**src/rtl/pc_fetch_controller_pkg.sv**
```systemverilog
// Shared definitions for the PC / instruction-fetch front end.
package pc_fetch_controller_pkg;

  localparam int unsigned ADDR_W_DEF   = 32;
  localparam logic [31:0] RESET_PC_DEF = 32'h0000_0000;
  localparam int unsigned PC_INC       = 4;

  typedef enum logic [1:0] {
    ST_IDLE  = 2'd0,
    ST_FETCH = 2'd1,
    ST_HOLD  = 2'd2,
    ST_DRAIN = 2'd3
  } fetch_state_e;

endpackage

```
**src/rtl/pc_fetch_controller_pc_next_mux.sv**
```systemverilog
// Priority select of the next PC: branch > jump > hold > sequential.
// Redirect targets are word-aligned by clearing bits [1:0].
module pc_fetch_controller_pc_next_mux
  import pc_fetch_controller_pkg::*;
#(
  parameter int unsigned ADDR_W = ADDR_W_DEF
) (
  input  logic              i_branch_taken,
  input  logic [ADDR_W-1:0] i_branch_target,
  input  logic              i_jump,
  input  logic [ADDR_W-1:0] i_jump_target,
  input  logic              i_hold,
  input  logic [ADDR_W-1:0] i_hold_pc,
  input  logic [ADDR_W-1:0] i_seq_pc,
  output logic [ADDR_W-1:0] o_next_pc_c,
  output logic              o_redirect_c
);

  localparam logic [ADDR_W-1:0] ALIGN_MASK = ~ADDR_W'(3);

  always_comb begin
    o_next_pc_c  = i_seq_pc;
    o_redirect_c = 1'b0;
    if (i_branch_taken) begin
      o_next_pc_c  = i_branch_target & ALIGN_MASK;
      o_redirect_c = 1'b1;
    end else if (i_jump) begin
      o_next_pc_c  = i_jump_target & ALIGN_MASK;
      o_redirect_c = 1'b1;
    end else if (i_hold) begin
      o_next_pc_c  = i_hold_pc;
    end
  end

endmodule

```
**src/rtl/pc_fetch_controller.sv**
```systemverilog
// PC register and req/ack instruction-fetch sequencer for the pipeline front end.
// A request, once raised, keeps its address until acked, even across redirects.
module pc_fetch_controller
  import pc_fetch_controller_pkg::*;
#(
  parameter int unsigned       ADDR_W   = ADDR_W_DEF,
  parameter logic [ADDR_W-1:0] RESET_PC = ADDR_W'(RESET_PC_DEF)
) (
  input  logic              clk,
  input  logic              rst,
  input  logic              stall,
  input  logic              branch_taken,
  input  logic [ADDR_W-1:0] branch_target,
  input  logic              jump,
  input  logic [ADDR_W-1:0] jump_target,
  output logic              imem_req,
  output logic [ADDR_W-1:0] imem_addr,
  input  logic              imem_ack,
  output logic              if_valid,
  output logic [ADDR_W-1:0] if_pc,
  output logic [ADDR_W-1:0] if_pc_plus4,
  output logic              flush,
  output logic [ADDR_W-1:0] pc
);

  fetch_state_e      r_state, w_state_n;
  logic [ADDR_W-1:0] r_pc, w_pc_n;
  logic [ADDR_W-1:0] r_fetch_addr, w_fetch_addr_n;
  logic [ADDR_W-1:0] r_if_pc, w_if_pc_n;
  logic [ADDR_W-1:0] r_if_pc_plus4, w_if_pc_plus4_n;
  logic              r_req, w_req_n;
  logic              r_if_valid, w_if_valid_n;
  logic              r_flush, w_flush_n;

  logic              w_branch, w_jump, w_seq_ok, w_redirect;
  logic [ADDR_W-1:0] w_seq_pc, w_next_pc;

  // Redirects are ignored while idling out of reset.
  assign w_branch = branch_taken & (r_state != ST_IDLE);
  assign w_jump   = jump & (r_state != ST_IDLE);
  assign w_seq_ok = ((r_state == ST_FETCH) & imem_ack) | (r_state == ST_HOLD);
  assign w_seq_pc = r_fetch_addr + ADDR_W'(PC_INC);

  pc_fetch_controller_pc_next_mux #(
    .ADDR_W (ADDR_W)
  ) u_pc_next_mux (
    .i_branch_taken  (w_branch),
    .i_branch_target (branch_target),
    .i_jump          (w_jump),
    .i_jump_target   (jump_target),
    .i_hold          (stall | ~w_seq_ok),
    .i_hold_pc       (r_pc),
    .i_seq_pc        (w_seq_pc),
    .o_next_pc_c     (w_next_pc),
    .o_redirect_c    (w_redirect)
  );

  always_comb begin
    w_state_n       = r_state;
    w_pc_n          = r_pc;
    w_fetch_addr_n  = r_fetch_addr;
    w_req_n         = r_req;
    w_if_valid_n    = 1'b0;
    w_if_pc_n       = r_if_pc;
    w_if_pc_plus4_n = r_if_pc_plus4;
    w_flush_n       = 1'b0;

    case (r_state)
      ST_IDLE: begin
        w_state_n      = ST_FETCH;
        w_req_n        = 1'b1;
        w_fetch_addr_n = r_pc;
      end
      ST_FETCH: begin
        w_pc_n    = w_next_pc;
        w_flush_n = w_redirect;
        if (imem_ack) begin
          if (!w_redirect && stall) begin
            w_state_n       = ST_HOLD;
            w_req_n         = 1'b0;
            w_if_valid_n    = 1'b1;
            w_if_pc_n       = r_fetch_addr;
            w_if_pc_plus4_n = w_seq_pc;
          end else begin
            w_fetch_addr_n = w_next_pc;
            w_req_n        = 1'b1;
            if (!w_redirect) begin
              w_if_valid_n    = 1'b1;
              w_if_pc_n       = r_fetch_addr;
              w_if_pc_plus4_n = w_seq_pc;
            end
          end
        end else if (w_redirect) begin
          w_state_n = ST_DRAIN;
        end
      end
      ST_HOLD: begin
        w_pc_n    = w_next_pc;
        w_flush_n = w_redirect;
        if (w_redirect || !stall) begin
          w_state_n      = ST_FETCH;
          w_req_n        = 1'b1;
          w_fetch_addr_n = w_next_pc;
        end else begin
          w_if_valid_n = 1'b1;
        end
      end
      ST_DRAIN: begin
        // Stale instruction is dropped on ack; the latest redirect target is fetched next.
        w_pc_n    = w_next_pc;
        w_flush_n = w_redirect;
        if (imem_ack) begin
          w_state_n      = ST_FETCH;
          w_fetch_addr_n = w_next_pc;
        end
      end
      default: begin
        w_state_n = ST_IDLE;
        w_req_n   = 1'b0;
      end
    endcase
  end

  always_ff @(posedge clk or negedge rst) begin
    if (!rst) begin
      r_state       <= ST_IDLE;
      r_pc          <= RESET_PC;
      r_fetch_addr  <= RESET_PC;
      r_req         <= 1'b0;
      r_if_valid    <= 1'b0;
      r_if_pc       <= '0;
      r_if_pc_plus4 <= '0;
      r_flush       <= 1'b0;
    end else begin
      r_state       <= w_state_n;
      r_pc          <= w_pc_n;
      r_fetch_addr  <= w_fetch_addr_n;
      r_req         <= w_req_n;
      r_if_valid    <= w_if_valid_n;
      r_if_pc       <= w_if_pc_n;
      r_if_pc_plus4 <= w_if_pc_plus4_n;
      r_flush       <= w_flush_n;
    end
  end

  assign imem_req    = r_req;
  assign imem_addr   = r_fetch_addr;
  assign if_valid    = r_if_valid;
  assign if_pc       = r_if_pc;
  assign if_pc_plus4 = r_if_pc_plus4;
  assign flush       = r_flush;
  assign pc          = r_pc;

endmodule
```
**config.mk**
```make
export PLATFORM = sky130hd
export DESIGN_NAME = pc_fetch_controller
export DESIGN_NICKNAME = d
export VERILOG_FILES = /design/src/rtl/pc_fetch_controller_pkg.sv /design/src/rtl/pc_fetch_controller_pc_next_mux.sv /design/src/rtl/pc_fetch_controller.sv
export SDC_FILE = /design/constraint.sdc
export NUM_CORES = 1
export LEC_CHECK = 0
export CELL_PAD_IN_SITES_DETAIL_PLACEMENT = 2
export CELL_PAD_IN_SITES_GLOBAL_PLACEMENT = 2
export CORE_MARGIN = 2
export CORE_UTILIZATION = 26
export DETAILED_ROUTE_END_ITERATION = 7
export GPL_ROUTABILITY_DRIVEN = 0
export GPL_TIMING_DRIVEN = 0
export PLACE_DENSITY = 0.88
export SLEW_MARGIN = 20
export SYNTH_ARGS = -nofsm -noshare
export SYNTH_HDL_FRONTEND = slang
export SYNTH_SLANG_ARGS = --single-unit
```
**constraint.sdc**
```tcl
create_clock -name clk -period 2.2 [get_ports clk]
set_input_delay 0.44 -clock clk [delete_from_list [all_inputs] [get_ports clk]]
set_output_delay 0.44 -clock clk [all_outputs]
set_load 0.02 [all_outputs]
```
==> results of run 1 <==
-- routing by layer --
layer  track usage [%]  share of wire, %  up-vias
li1                  -                 -     3249
met1              33.6                39     4181
met2              43.6                46      626
met3              5.70               8.5      207
met4              14.4               6.5        0
met5                 0                 0        -
-- where the power goes --
group | switching, W | total, W | internal (W)
sequential | 0.00133 | 0.00482 | 0.00349
combinational | 0.00571 | 0.00985 | 0.00414
clock | 0.00115 | 0.00284 | 0.00169
-- layout make-up --
cell class | instances | area, um2 | area share (%)
multi-input combinational | 529 | 3830 | 34.8
clock inverter | 6 | 82.6 | 0.751
timing repair inverter | 1 | 5.00 | 0.0455
tap | 341 | 427 | 3.88
clock buffer | 22 | 464 | 4.22
inverter | 23 | 100 | 0.910
timing repair buffer | 242 | 2360 | 21.5
buffer | 57 | 444 | 4.04
sequential | 131 | 3290 | 29.9
-- worst paths after layout --
check	slack, ns	to
max in group asynchronous	0.87	r_state[0]
setup / recovery	-0.40	pc[26]
hold reg to reg	0.49	if_pc_plus4[24]
hold / removal	0.49	imem_addr[9]
setup reg to reg	-0.40	pc[26]
min in group clk	0.49	if_pc_plus4[24]
-- state kept, by name, indices dropped and copies added, names as in the netlist --
signal and cells:
if_pc 32, r_state 2, pc 32, imem_req 1
if_pc_plus4 30, flush 1, imem_addr 32, if_valid 1
-- cells in the final DEF (no fill, tap or decap), types with 5 or more instances in the layout --
| cell type | count |
|---|---|
| a31oi_1 | 12 |
| nand2_1 | 71 |
| a21oi_1 | 52 |
| dfrtp_1 | 120 |
| buf_6 | 12 |
| nand4_1 | 11 |
| nand3_1 | 16 |
| clkdlybuf4s50_1 | 192 |
| nor3_2 | 12 |
| o221ai_1 | 11 |
| nor2_1 | 40 |
| nor4_1 | 5 |
| xnor2_1 | 5 |
| o31ai_1 | 24 |
| buf_4 | 51 |
| clkbuf_2 | 10 |
| mux2_2 | 42 |
| or3_1 | 8 |
| o22ai_1 | 5 |
| nor3_1 | 13 |
| clkbuf_8 | 8 |
| o21a_1 | 5 |
| inv_1 | 17 |
| a211oi_1 | 9 |
| xor2_1 | 10 |
| nor4_4 | 6 |
| clkbuf_4 | 11 |
| mux2i_1 | 5 |
| clkbuf_1 | 11 |
| dfrtp_2 | 11 |
| clkbuf_16 | 17 |
| o21ai_0 | 52 |
| a21boi_0 | 6 |
| nor2b_1 | 5 |
-- repair_timing --
action                                  CTS  global route
hold buffers                              1             0
gates cloned                              0             1
gates resized for setup                 134            68
buffers inserted                         11            36
endpoints found under the hold margin    48             0
endpoints found under the setup margin  131           102
pin swaps                                11            23
-- per-stage QoR --
step                hold WS [ns]  power [W]  cell area [um2]  utilization, %  TNS, ns
global placement           0.460     0.0122             9420            35.2  -741.72
detailed placement         0.380     0.0126             9460            35.3  -104.01
CTS                        0.493     0.0161            10500            39.3   -0.232
global route               0.519     0.0180            11000            41.1    -3.15
floorplan                  0.144    0.00841             7060               -        0
finish                     0.489     0.0175            11000            41.1    -2.11
-- cell families after synthesis --
kind of cell | after synthesis | synth area share [%]
and+or+nand+nor | 237 | 17.6
AOI/OAI and AO/OA | 222 | 20.1
DFF | 131 | 46.5
buffers and inverters | 87 | 5.13
muxes | 47 | 7.42
xor gates and xnor gates | 17 | 2.11
adders and majority gates | 6 | 1.07
-- worst max-delay path: cells and delay by family (launching register included) --
kind             cells  cell delay, ns
flip-flops           1            0.53
AND/OR/NAND/NOR      4            1.34
AO/OA/AOI/OAI        1            0.56
==> impl_metrics.csv, run 1 <==
group,metric,value,unit
status,status,"finished with violations",
status,violations,"setup timing",
setup_path,r2r_start,"imem_addr[17]",
setup_path,critPathLaunch,"imem_addr[17]",
route,wl,43.0,mm
floorplanning,die_h,169,um
hold_path,hp-class,"input port to async pin",
setup_path,arrival,2.87,ns
yosys,synth_cell_types,61,
route,wl_per_cell,31.8,um
clock_network,numCtsBuffers,17,
clock_network,cts_sinks,131,
sta,drv_slew,0,
clock_network,ctsHtreeMaxLevel,4,
yosys,synth_edf_count,0,
route,vias,8263,
yosys,synth_ff_type,"dfrtp_1",
sta,maxSlewHeadroom,49.9,%
placed_design,dp.cells,1283,
sta,worstMarginPinSlew,0.751,ns
clock_network,cts.clk_slew.worst_paths,0.06,ns
setup_path,critPathMaxFanout,9,
yosys,syn-mean-instance-area,9.44,um2
route,first_iter_violations,805,
yosys,syn_area,7050,um2
yosys,synthArstFlopShare,100,%
route,ant_nets,0,
sta,clock.fmax,0.385,GHz
clock_network,clock_tree.root_cell,"clkbuf_16",
setup_path,worst_setup_path_start_kind,"register",
placed_design,dp_hpwl,25.6,mm
yosys,syn-num-nets,823,
global_routing,grt_pass1_vias,8655,
floorplanning,core,26800,um2
setup_path,crit_path_end_kind,"register",
cells_and_area,diodes,0,
setup_path,rr_worst_depth,5,
floorplanning,dieWidth,169,um
setup_path,cpMostUsedCell,"nor3_2",
setup_path,crit_chain,"nand4_1, or4_4, nor3_2, nor3_2, o31ai_1",
setup_path,criticalPathCategory,"register to register",
yosys,yosysMostFrequentCell,"dfrtp_1",
cells_and_area,area_growth_syn_to_layout,56.1,%
placed_design,dp_slack,-1.39,ns
cells_and_area,finalNonFillerCells,1352,
global_routing,grt_usage,26.8,%
setup_path,crit_path_max_incr_delay,0.68,ns
sta,fin_crit_sh,118,%
yosys,synth_top_cells_by_count,"dfrtp_1, nand2_1, a21oi_1",
yosys,yosysTopAreaCellShare,46.5,%
floorplanning,placementRows,60,
power_and_ir_drop,leakage,4.38,nW
sta,timing.final.ws_setup,-0.397,ns
clock_network,cts_tree,"done",
route,remaining_drc_errors,0,
cells_and_area,fin_nets,1078,
yosys,synth-seq-cells,131,
yosys,yosys.area.top_type,"dfrtp_1",
sta,setup_viol,29,
power_and_ir_drop,power_density,1590,nW/um2
clock_network,clk-insertion-delay-late,0.45,ns
cells_and_area,layout-drive-gt1-share,24.8,%
setup_path,cp_slowest_cell,"or4_4",
sta,rsz0062_at_grt,"true",
floorplanning,design.die.area,28400,um2
sta,hold_viol,0,
global_routing,grt_pass1_wl,56.8,mm
sta,fin_worst_skew,0.0134,ns
placed_design,portBuffers,194,
job,drv_cap,0,
yosys,syn_inst,747,
yosys,yosys_warnings,0,
route,vias_per_cell,6.11,
floorplanning,start_util,26.3,%
sta,min_period,2.60,ns
setup_path,critical_path_required,2.48,ns
global_routing,grt-ovfl-total,0,
route,drt_first_pass_iters,7,
yosys,synth_area_leaders,"dfrtp_1, mux2_2, a21oi_1, o21ai_0, nand2_1",
cells_and_area,fill_cells,2777,
global_routing,grt_max_degree,84,
power_and_ir_drop,ir_drop,0.575,mV
floorplanning,ioPinCount,201,
yosys,ys_seq_area_share,46.5,%
global_routing,antenna_found_initial,0,
clock_network,clockBufferDepth,2,
Power figures use the tool's default switching activity.
==> run 2: changes to the inputs <==
Settings changed: SKIP_CTS_REPAIR_TIMING set to 1.
==> run 2 against run 1 <==
Compared with the run above: the flow still finishes with violations (setup timing); highest routed layer is now met5; first-iteration DRC count decreased by 0.37%; clock power about the same; utilization increased by 0.10 points; global-route usage decreased by 2.1 points; clock-buffer cell count unchanged; fmax increased by 3.2%; critical path type is now input port to register; clock skew increased by 0.0039 ns; sequential cell count unchanged; final area increased by 0.25%; sequential power decreased by 1%; routed wire length increased by 1.3%; combinational power increased by 1%.
==> impl_metrics.csv, run 2 (synthesized netlist as in run 1, its figures left out) <==
group,metric,value,unit
floorplanning,placementRows,60,
route,remaining_drc_errors,0,
sta,setup_viol,57,
clock_network,clock_tree.root_cell,"clkbuf_16",
route,ant_nets,0,
status,violations,"setup timing",
global_routing,grt_max_degree,84,
floorplanning,start_util,26.3,%
route,wl_per_cell,32.0,um
sta,hold_viol,0,
placed_design,dp.cells,1283,
floorplanning,core,26800,um2
route,vias,8286,
sta,maxSlewHeadroom,39.4,%
placed_design,dp_hpwl,25.6,mm
global_routing,grt_pass1_vias,8147,
setup_path,criticalPathCategory,"input port to register",
cells_and_area,diodes,0,
clock_network,cts_sinks,131,
setup_path,critical_path_required,2.49,ns
setup_path,critPathMaxFanout,10,
cells_and_area,post-route-cell-area,11000,um2
floorplanning,dieWidth,169,um
clock_network,cts_tree,"done",
cells_and_area,finalNonFillerCells,1360,
power_and_ir_drop,ir_drop,0.585,mV
global_routing,grt_usage,24.7,%
sta,fin_worst_skew,0.0173,ns
sta,drv_slew,0,
power_and_ir_drop,leakage,4.39,nW
setup_path,worst_setup_path_start_kind,"input port",
cells_and_area,fill_cells,2776,
sta,worstMarginPinSlew,0.909,ns
sta,rsz0062_at_grt,"true",
sta,min_period,2.52,ns
global_routing,antenna_found_initial,1,
route,vias_per_cell,6.09,
placed_design,portBuffers,194,
floorplanning,design.die.area,28400,um2
global_routing,grt_pass1_wl,52.3,mm
sta,fin_crit_sh,114,%
setup_path,reg2reg_slack,-0.31,ns
power_and_ir_drop,power_density,1590,nW/um2
job,drv_cap,0,
setup_path,crit_path_end_kind,"register",
route,first_iter_violations,802,
clock_network,ctsHtreeMaxLevel,4,
global_routing,grt-ovfl-total,0,
floorplanning,die_h,169,um
sta,timing.final.ws_setup,-0.316,ns
cells_and_area,fin_nets,1086,
placed_design,placed_cell_area,9460,um2
sta,clock.fmax,0.398,GHz
hold_path,hp-class,"input port to async pin",
clock_network,numCtsBuffers,17,
setup_path,arrival,2.81,ns
clock_network,clk-insertion-delay-late,0.46,ns
cells_and_area,area_growth_syn_to_layout,56.5,%
clock_network,cts.clk_slew.worst_paths,0.07,ns
route,wl,43.5,mm
cells_and_area,final_cell_mix,"clkdlybuf4s50_1, dfrtp_1, nand2_1",
cells_and_area,layout-drive-gt1-share,25.3,%
clock_network,clockBufferDepth,2,
status,status,"finished with violations",
cells_and_area,mostFrequentLayoutCell,"clkdlybuf4s50_1",
floorplanning,ioPinCount,201,
route,drt_first_pass_iters,6,
run 2: changes by cell type in the layout (fill, tap and decap cells not counted), moves of 2 or more:
cell	before	now
clkbuf_1	11	14
buf_4	51	55
a21oi_2	4	2
clkbuf_2	10	13
nor2_2	4	1
o31ai_1	24	21
and4_2	0	2
nor2_1	40	42
and4_4	2	0
o31ai_2	0	3
a21oi_1	52	54
clkbuf_8	8	2
run 2: worst max-delay path, cell delays in order:
cell and delay, ns:
clkbuf_2 0.23, clkinvlp_4 0.27, clkbuf_1 0.63, a21oi_1 0.19, a211oi_2 0.32, a211oi_1 0.16, o41ai_1 0.55
run 2: power by group:
group          total (W)  switching (W)  internal [W]
Clock            0.00287        0.00117       0.00169
Combinational    0.00998        0.00586       0.00412
Sequential       0.00475        0.00125       0.00350
Total             0.0176        0.00828       0.00931
run 2: layout make-up:
| class | count | area [um2] | share of cell area [%] |
|---|---|---|---|
| Multi-Input combinational cell | 529 | 3830 | 34.8 |
| Sequential cell | 131 | 3290 | 29.8 |
| Timing Repair Buffer | 248 | 2430 | 22.0 |
| Clock buffer | 22 | 464 | 4.21 |
| Tap cell | 341 | 427 | 3.87 |
| Buffer | 59 | 397 | 3.60 |
| Inverter | 23 | 103 | 0.930 |
| Clock inverter | 6 | 82.6 | 0.749 |
| Timing Repair inverter | 1 | 5.00 | 0.0454 |
run 2: worst paths after layout:
check | startpoint | to | depth (start not counted)
worst max-delay path | stall | imem_addr[5] | 7
worst min-delay path | rst | imem_addr[9] | 2
worst max register to register | r_state[1] | imem_addr[5] | 8
worst min register to register | if_pc_plus4[11] | if_pc_plus4[11] | 2
max in group asynchronous | rst | r_state[0] | 3
min in group clk | if_pc_plus4[11] | if_pc_plus4[11] | 2
run 2: per-layer routing:
metal | wire length [um] | track usage [%] | up-vias
met5 | 9 | 0 | -
met4 | 2590 | 10.6 | 2
met3 | 3720 | 4.91 | 188
met2 | 20200 | 40.8 | 590
met1 | 17000 | 31.7 | 4247
li1 | - | - | 3259
run 2: through the flow:
step	util (%)	setup slack (ns)	power, W	TNS, ns	hold WS, ns
after global routing	41.2	-0.270	0.0181	-7.25	0.526
final	41.2	-0.316	0.0176	-4.89	0.476
after detailed placement	35.3	-1.39	0.0126	-104.01	0.380
after floorplan	-	0.00191	0.00841	0	0.144
after global placement	35.2	-4.97	0.0122	-741.72	0.460
after CTS	37.3	-1.30	0.0155	-96.78	-0.0772
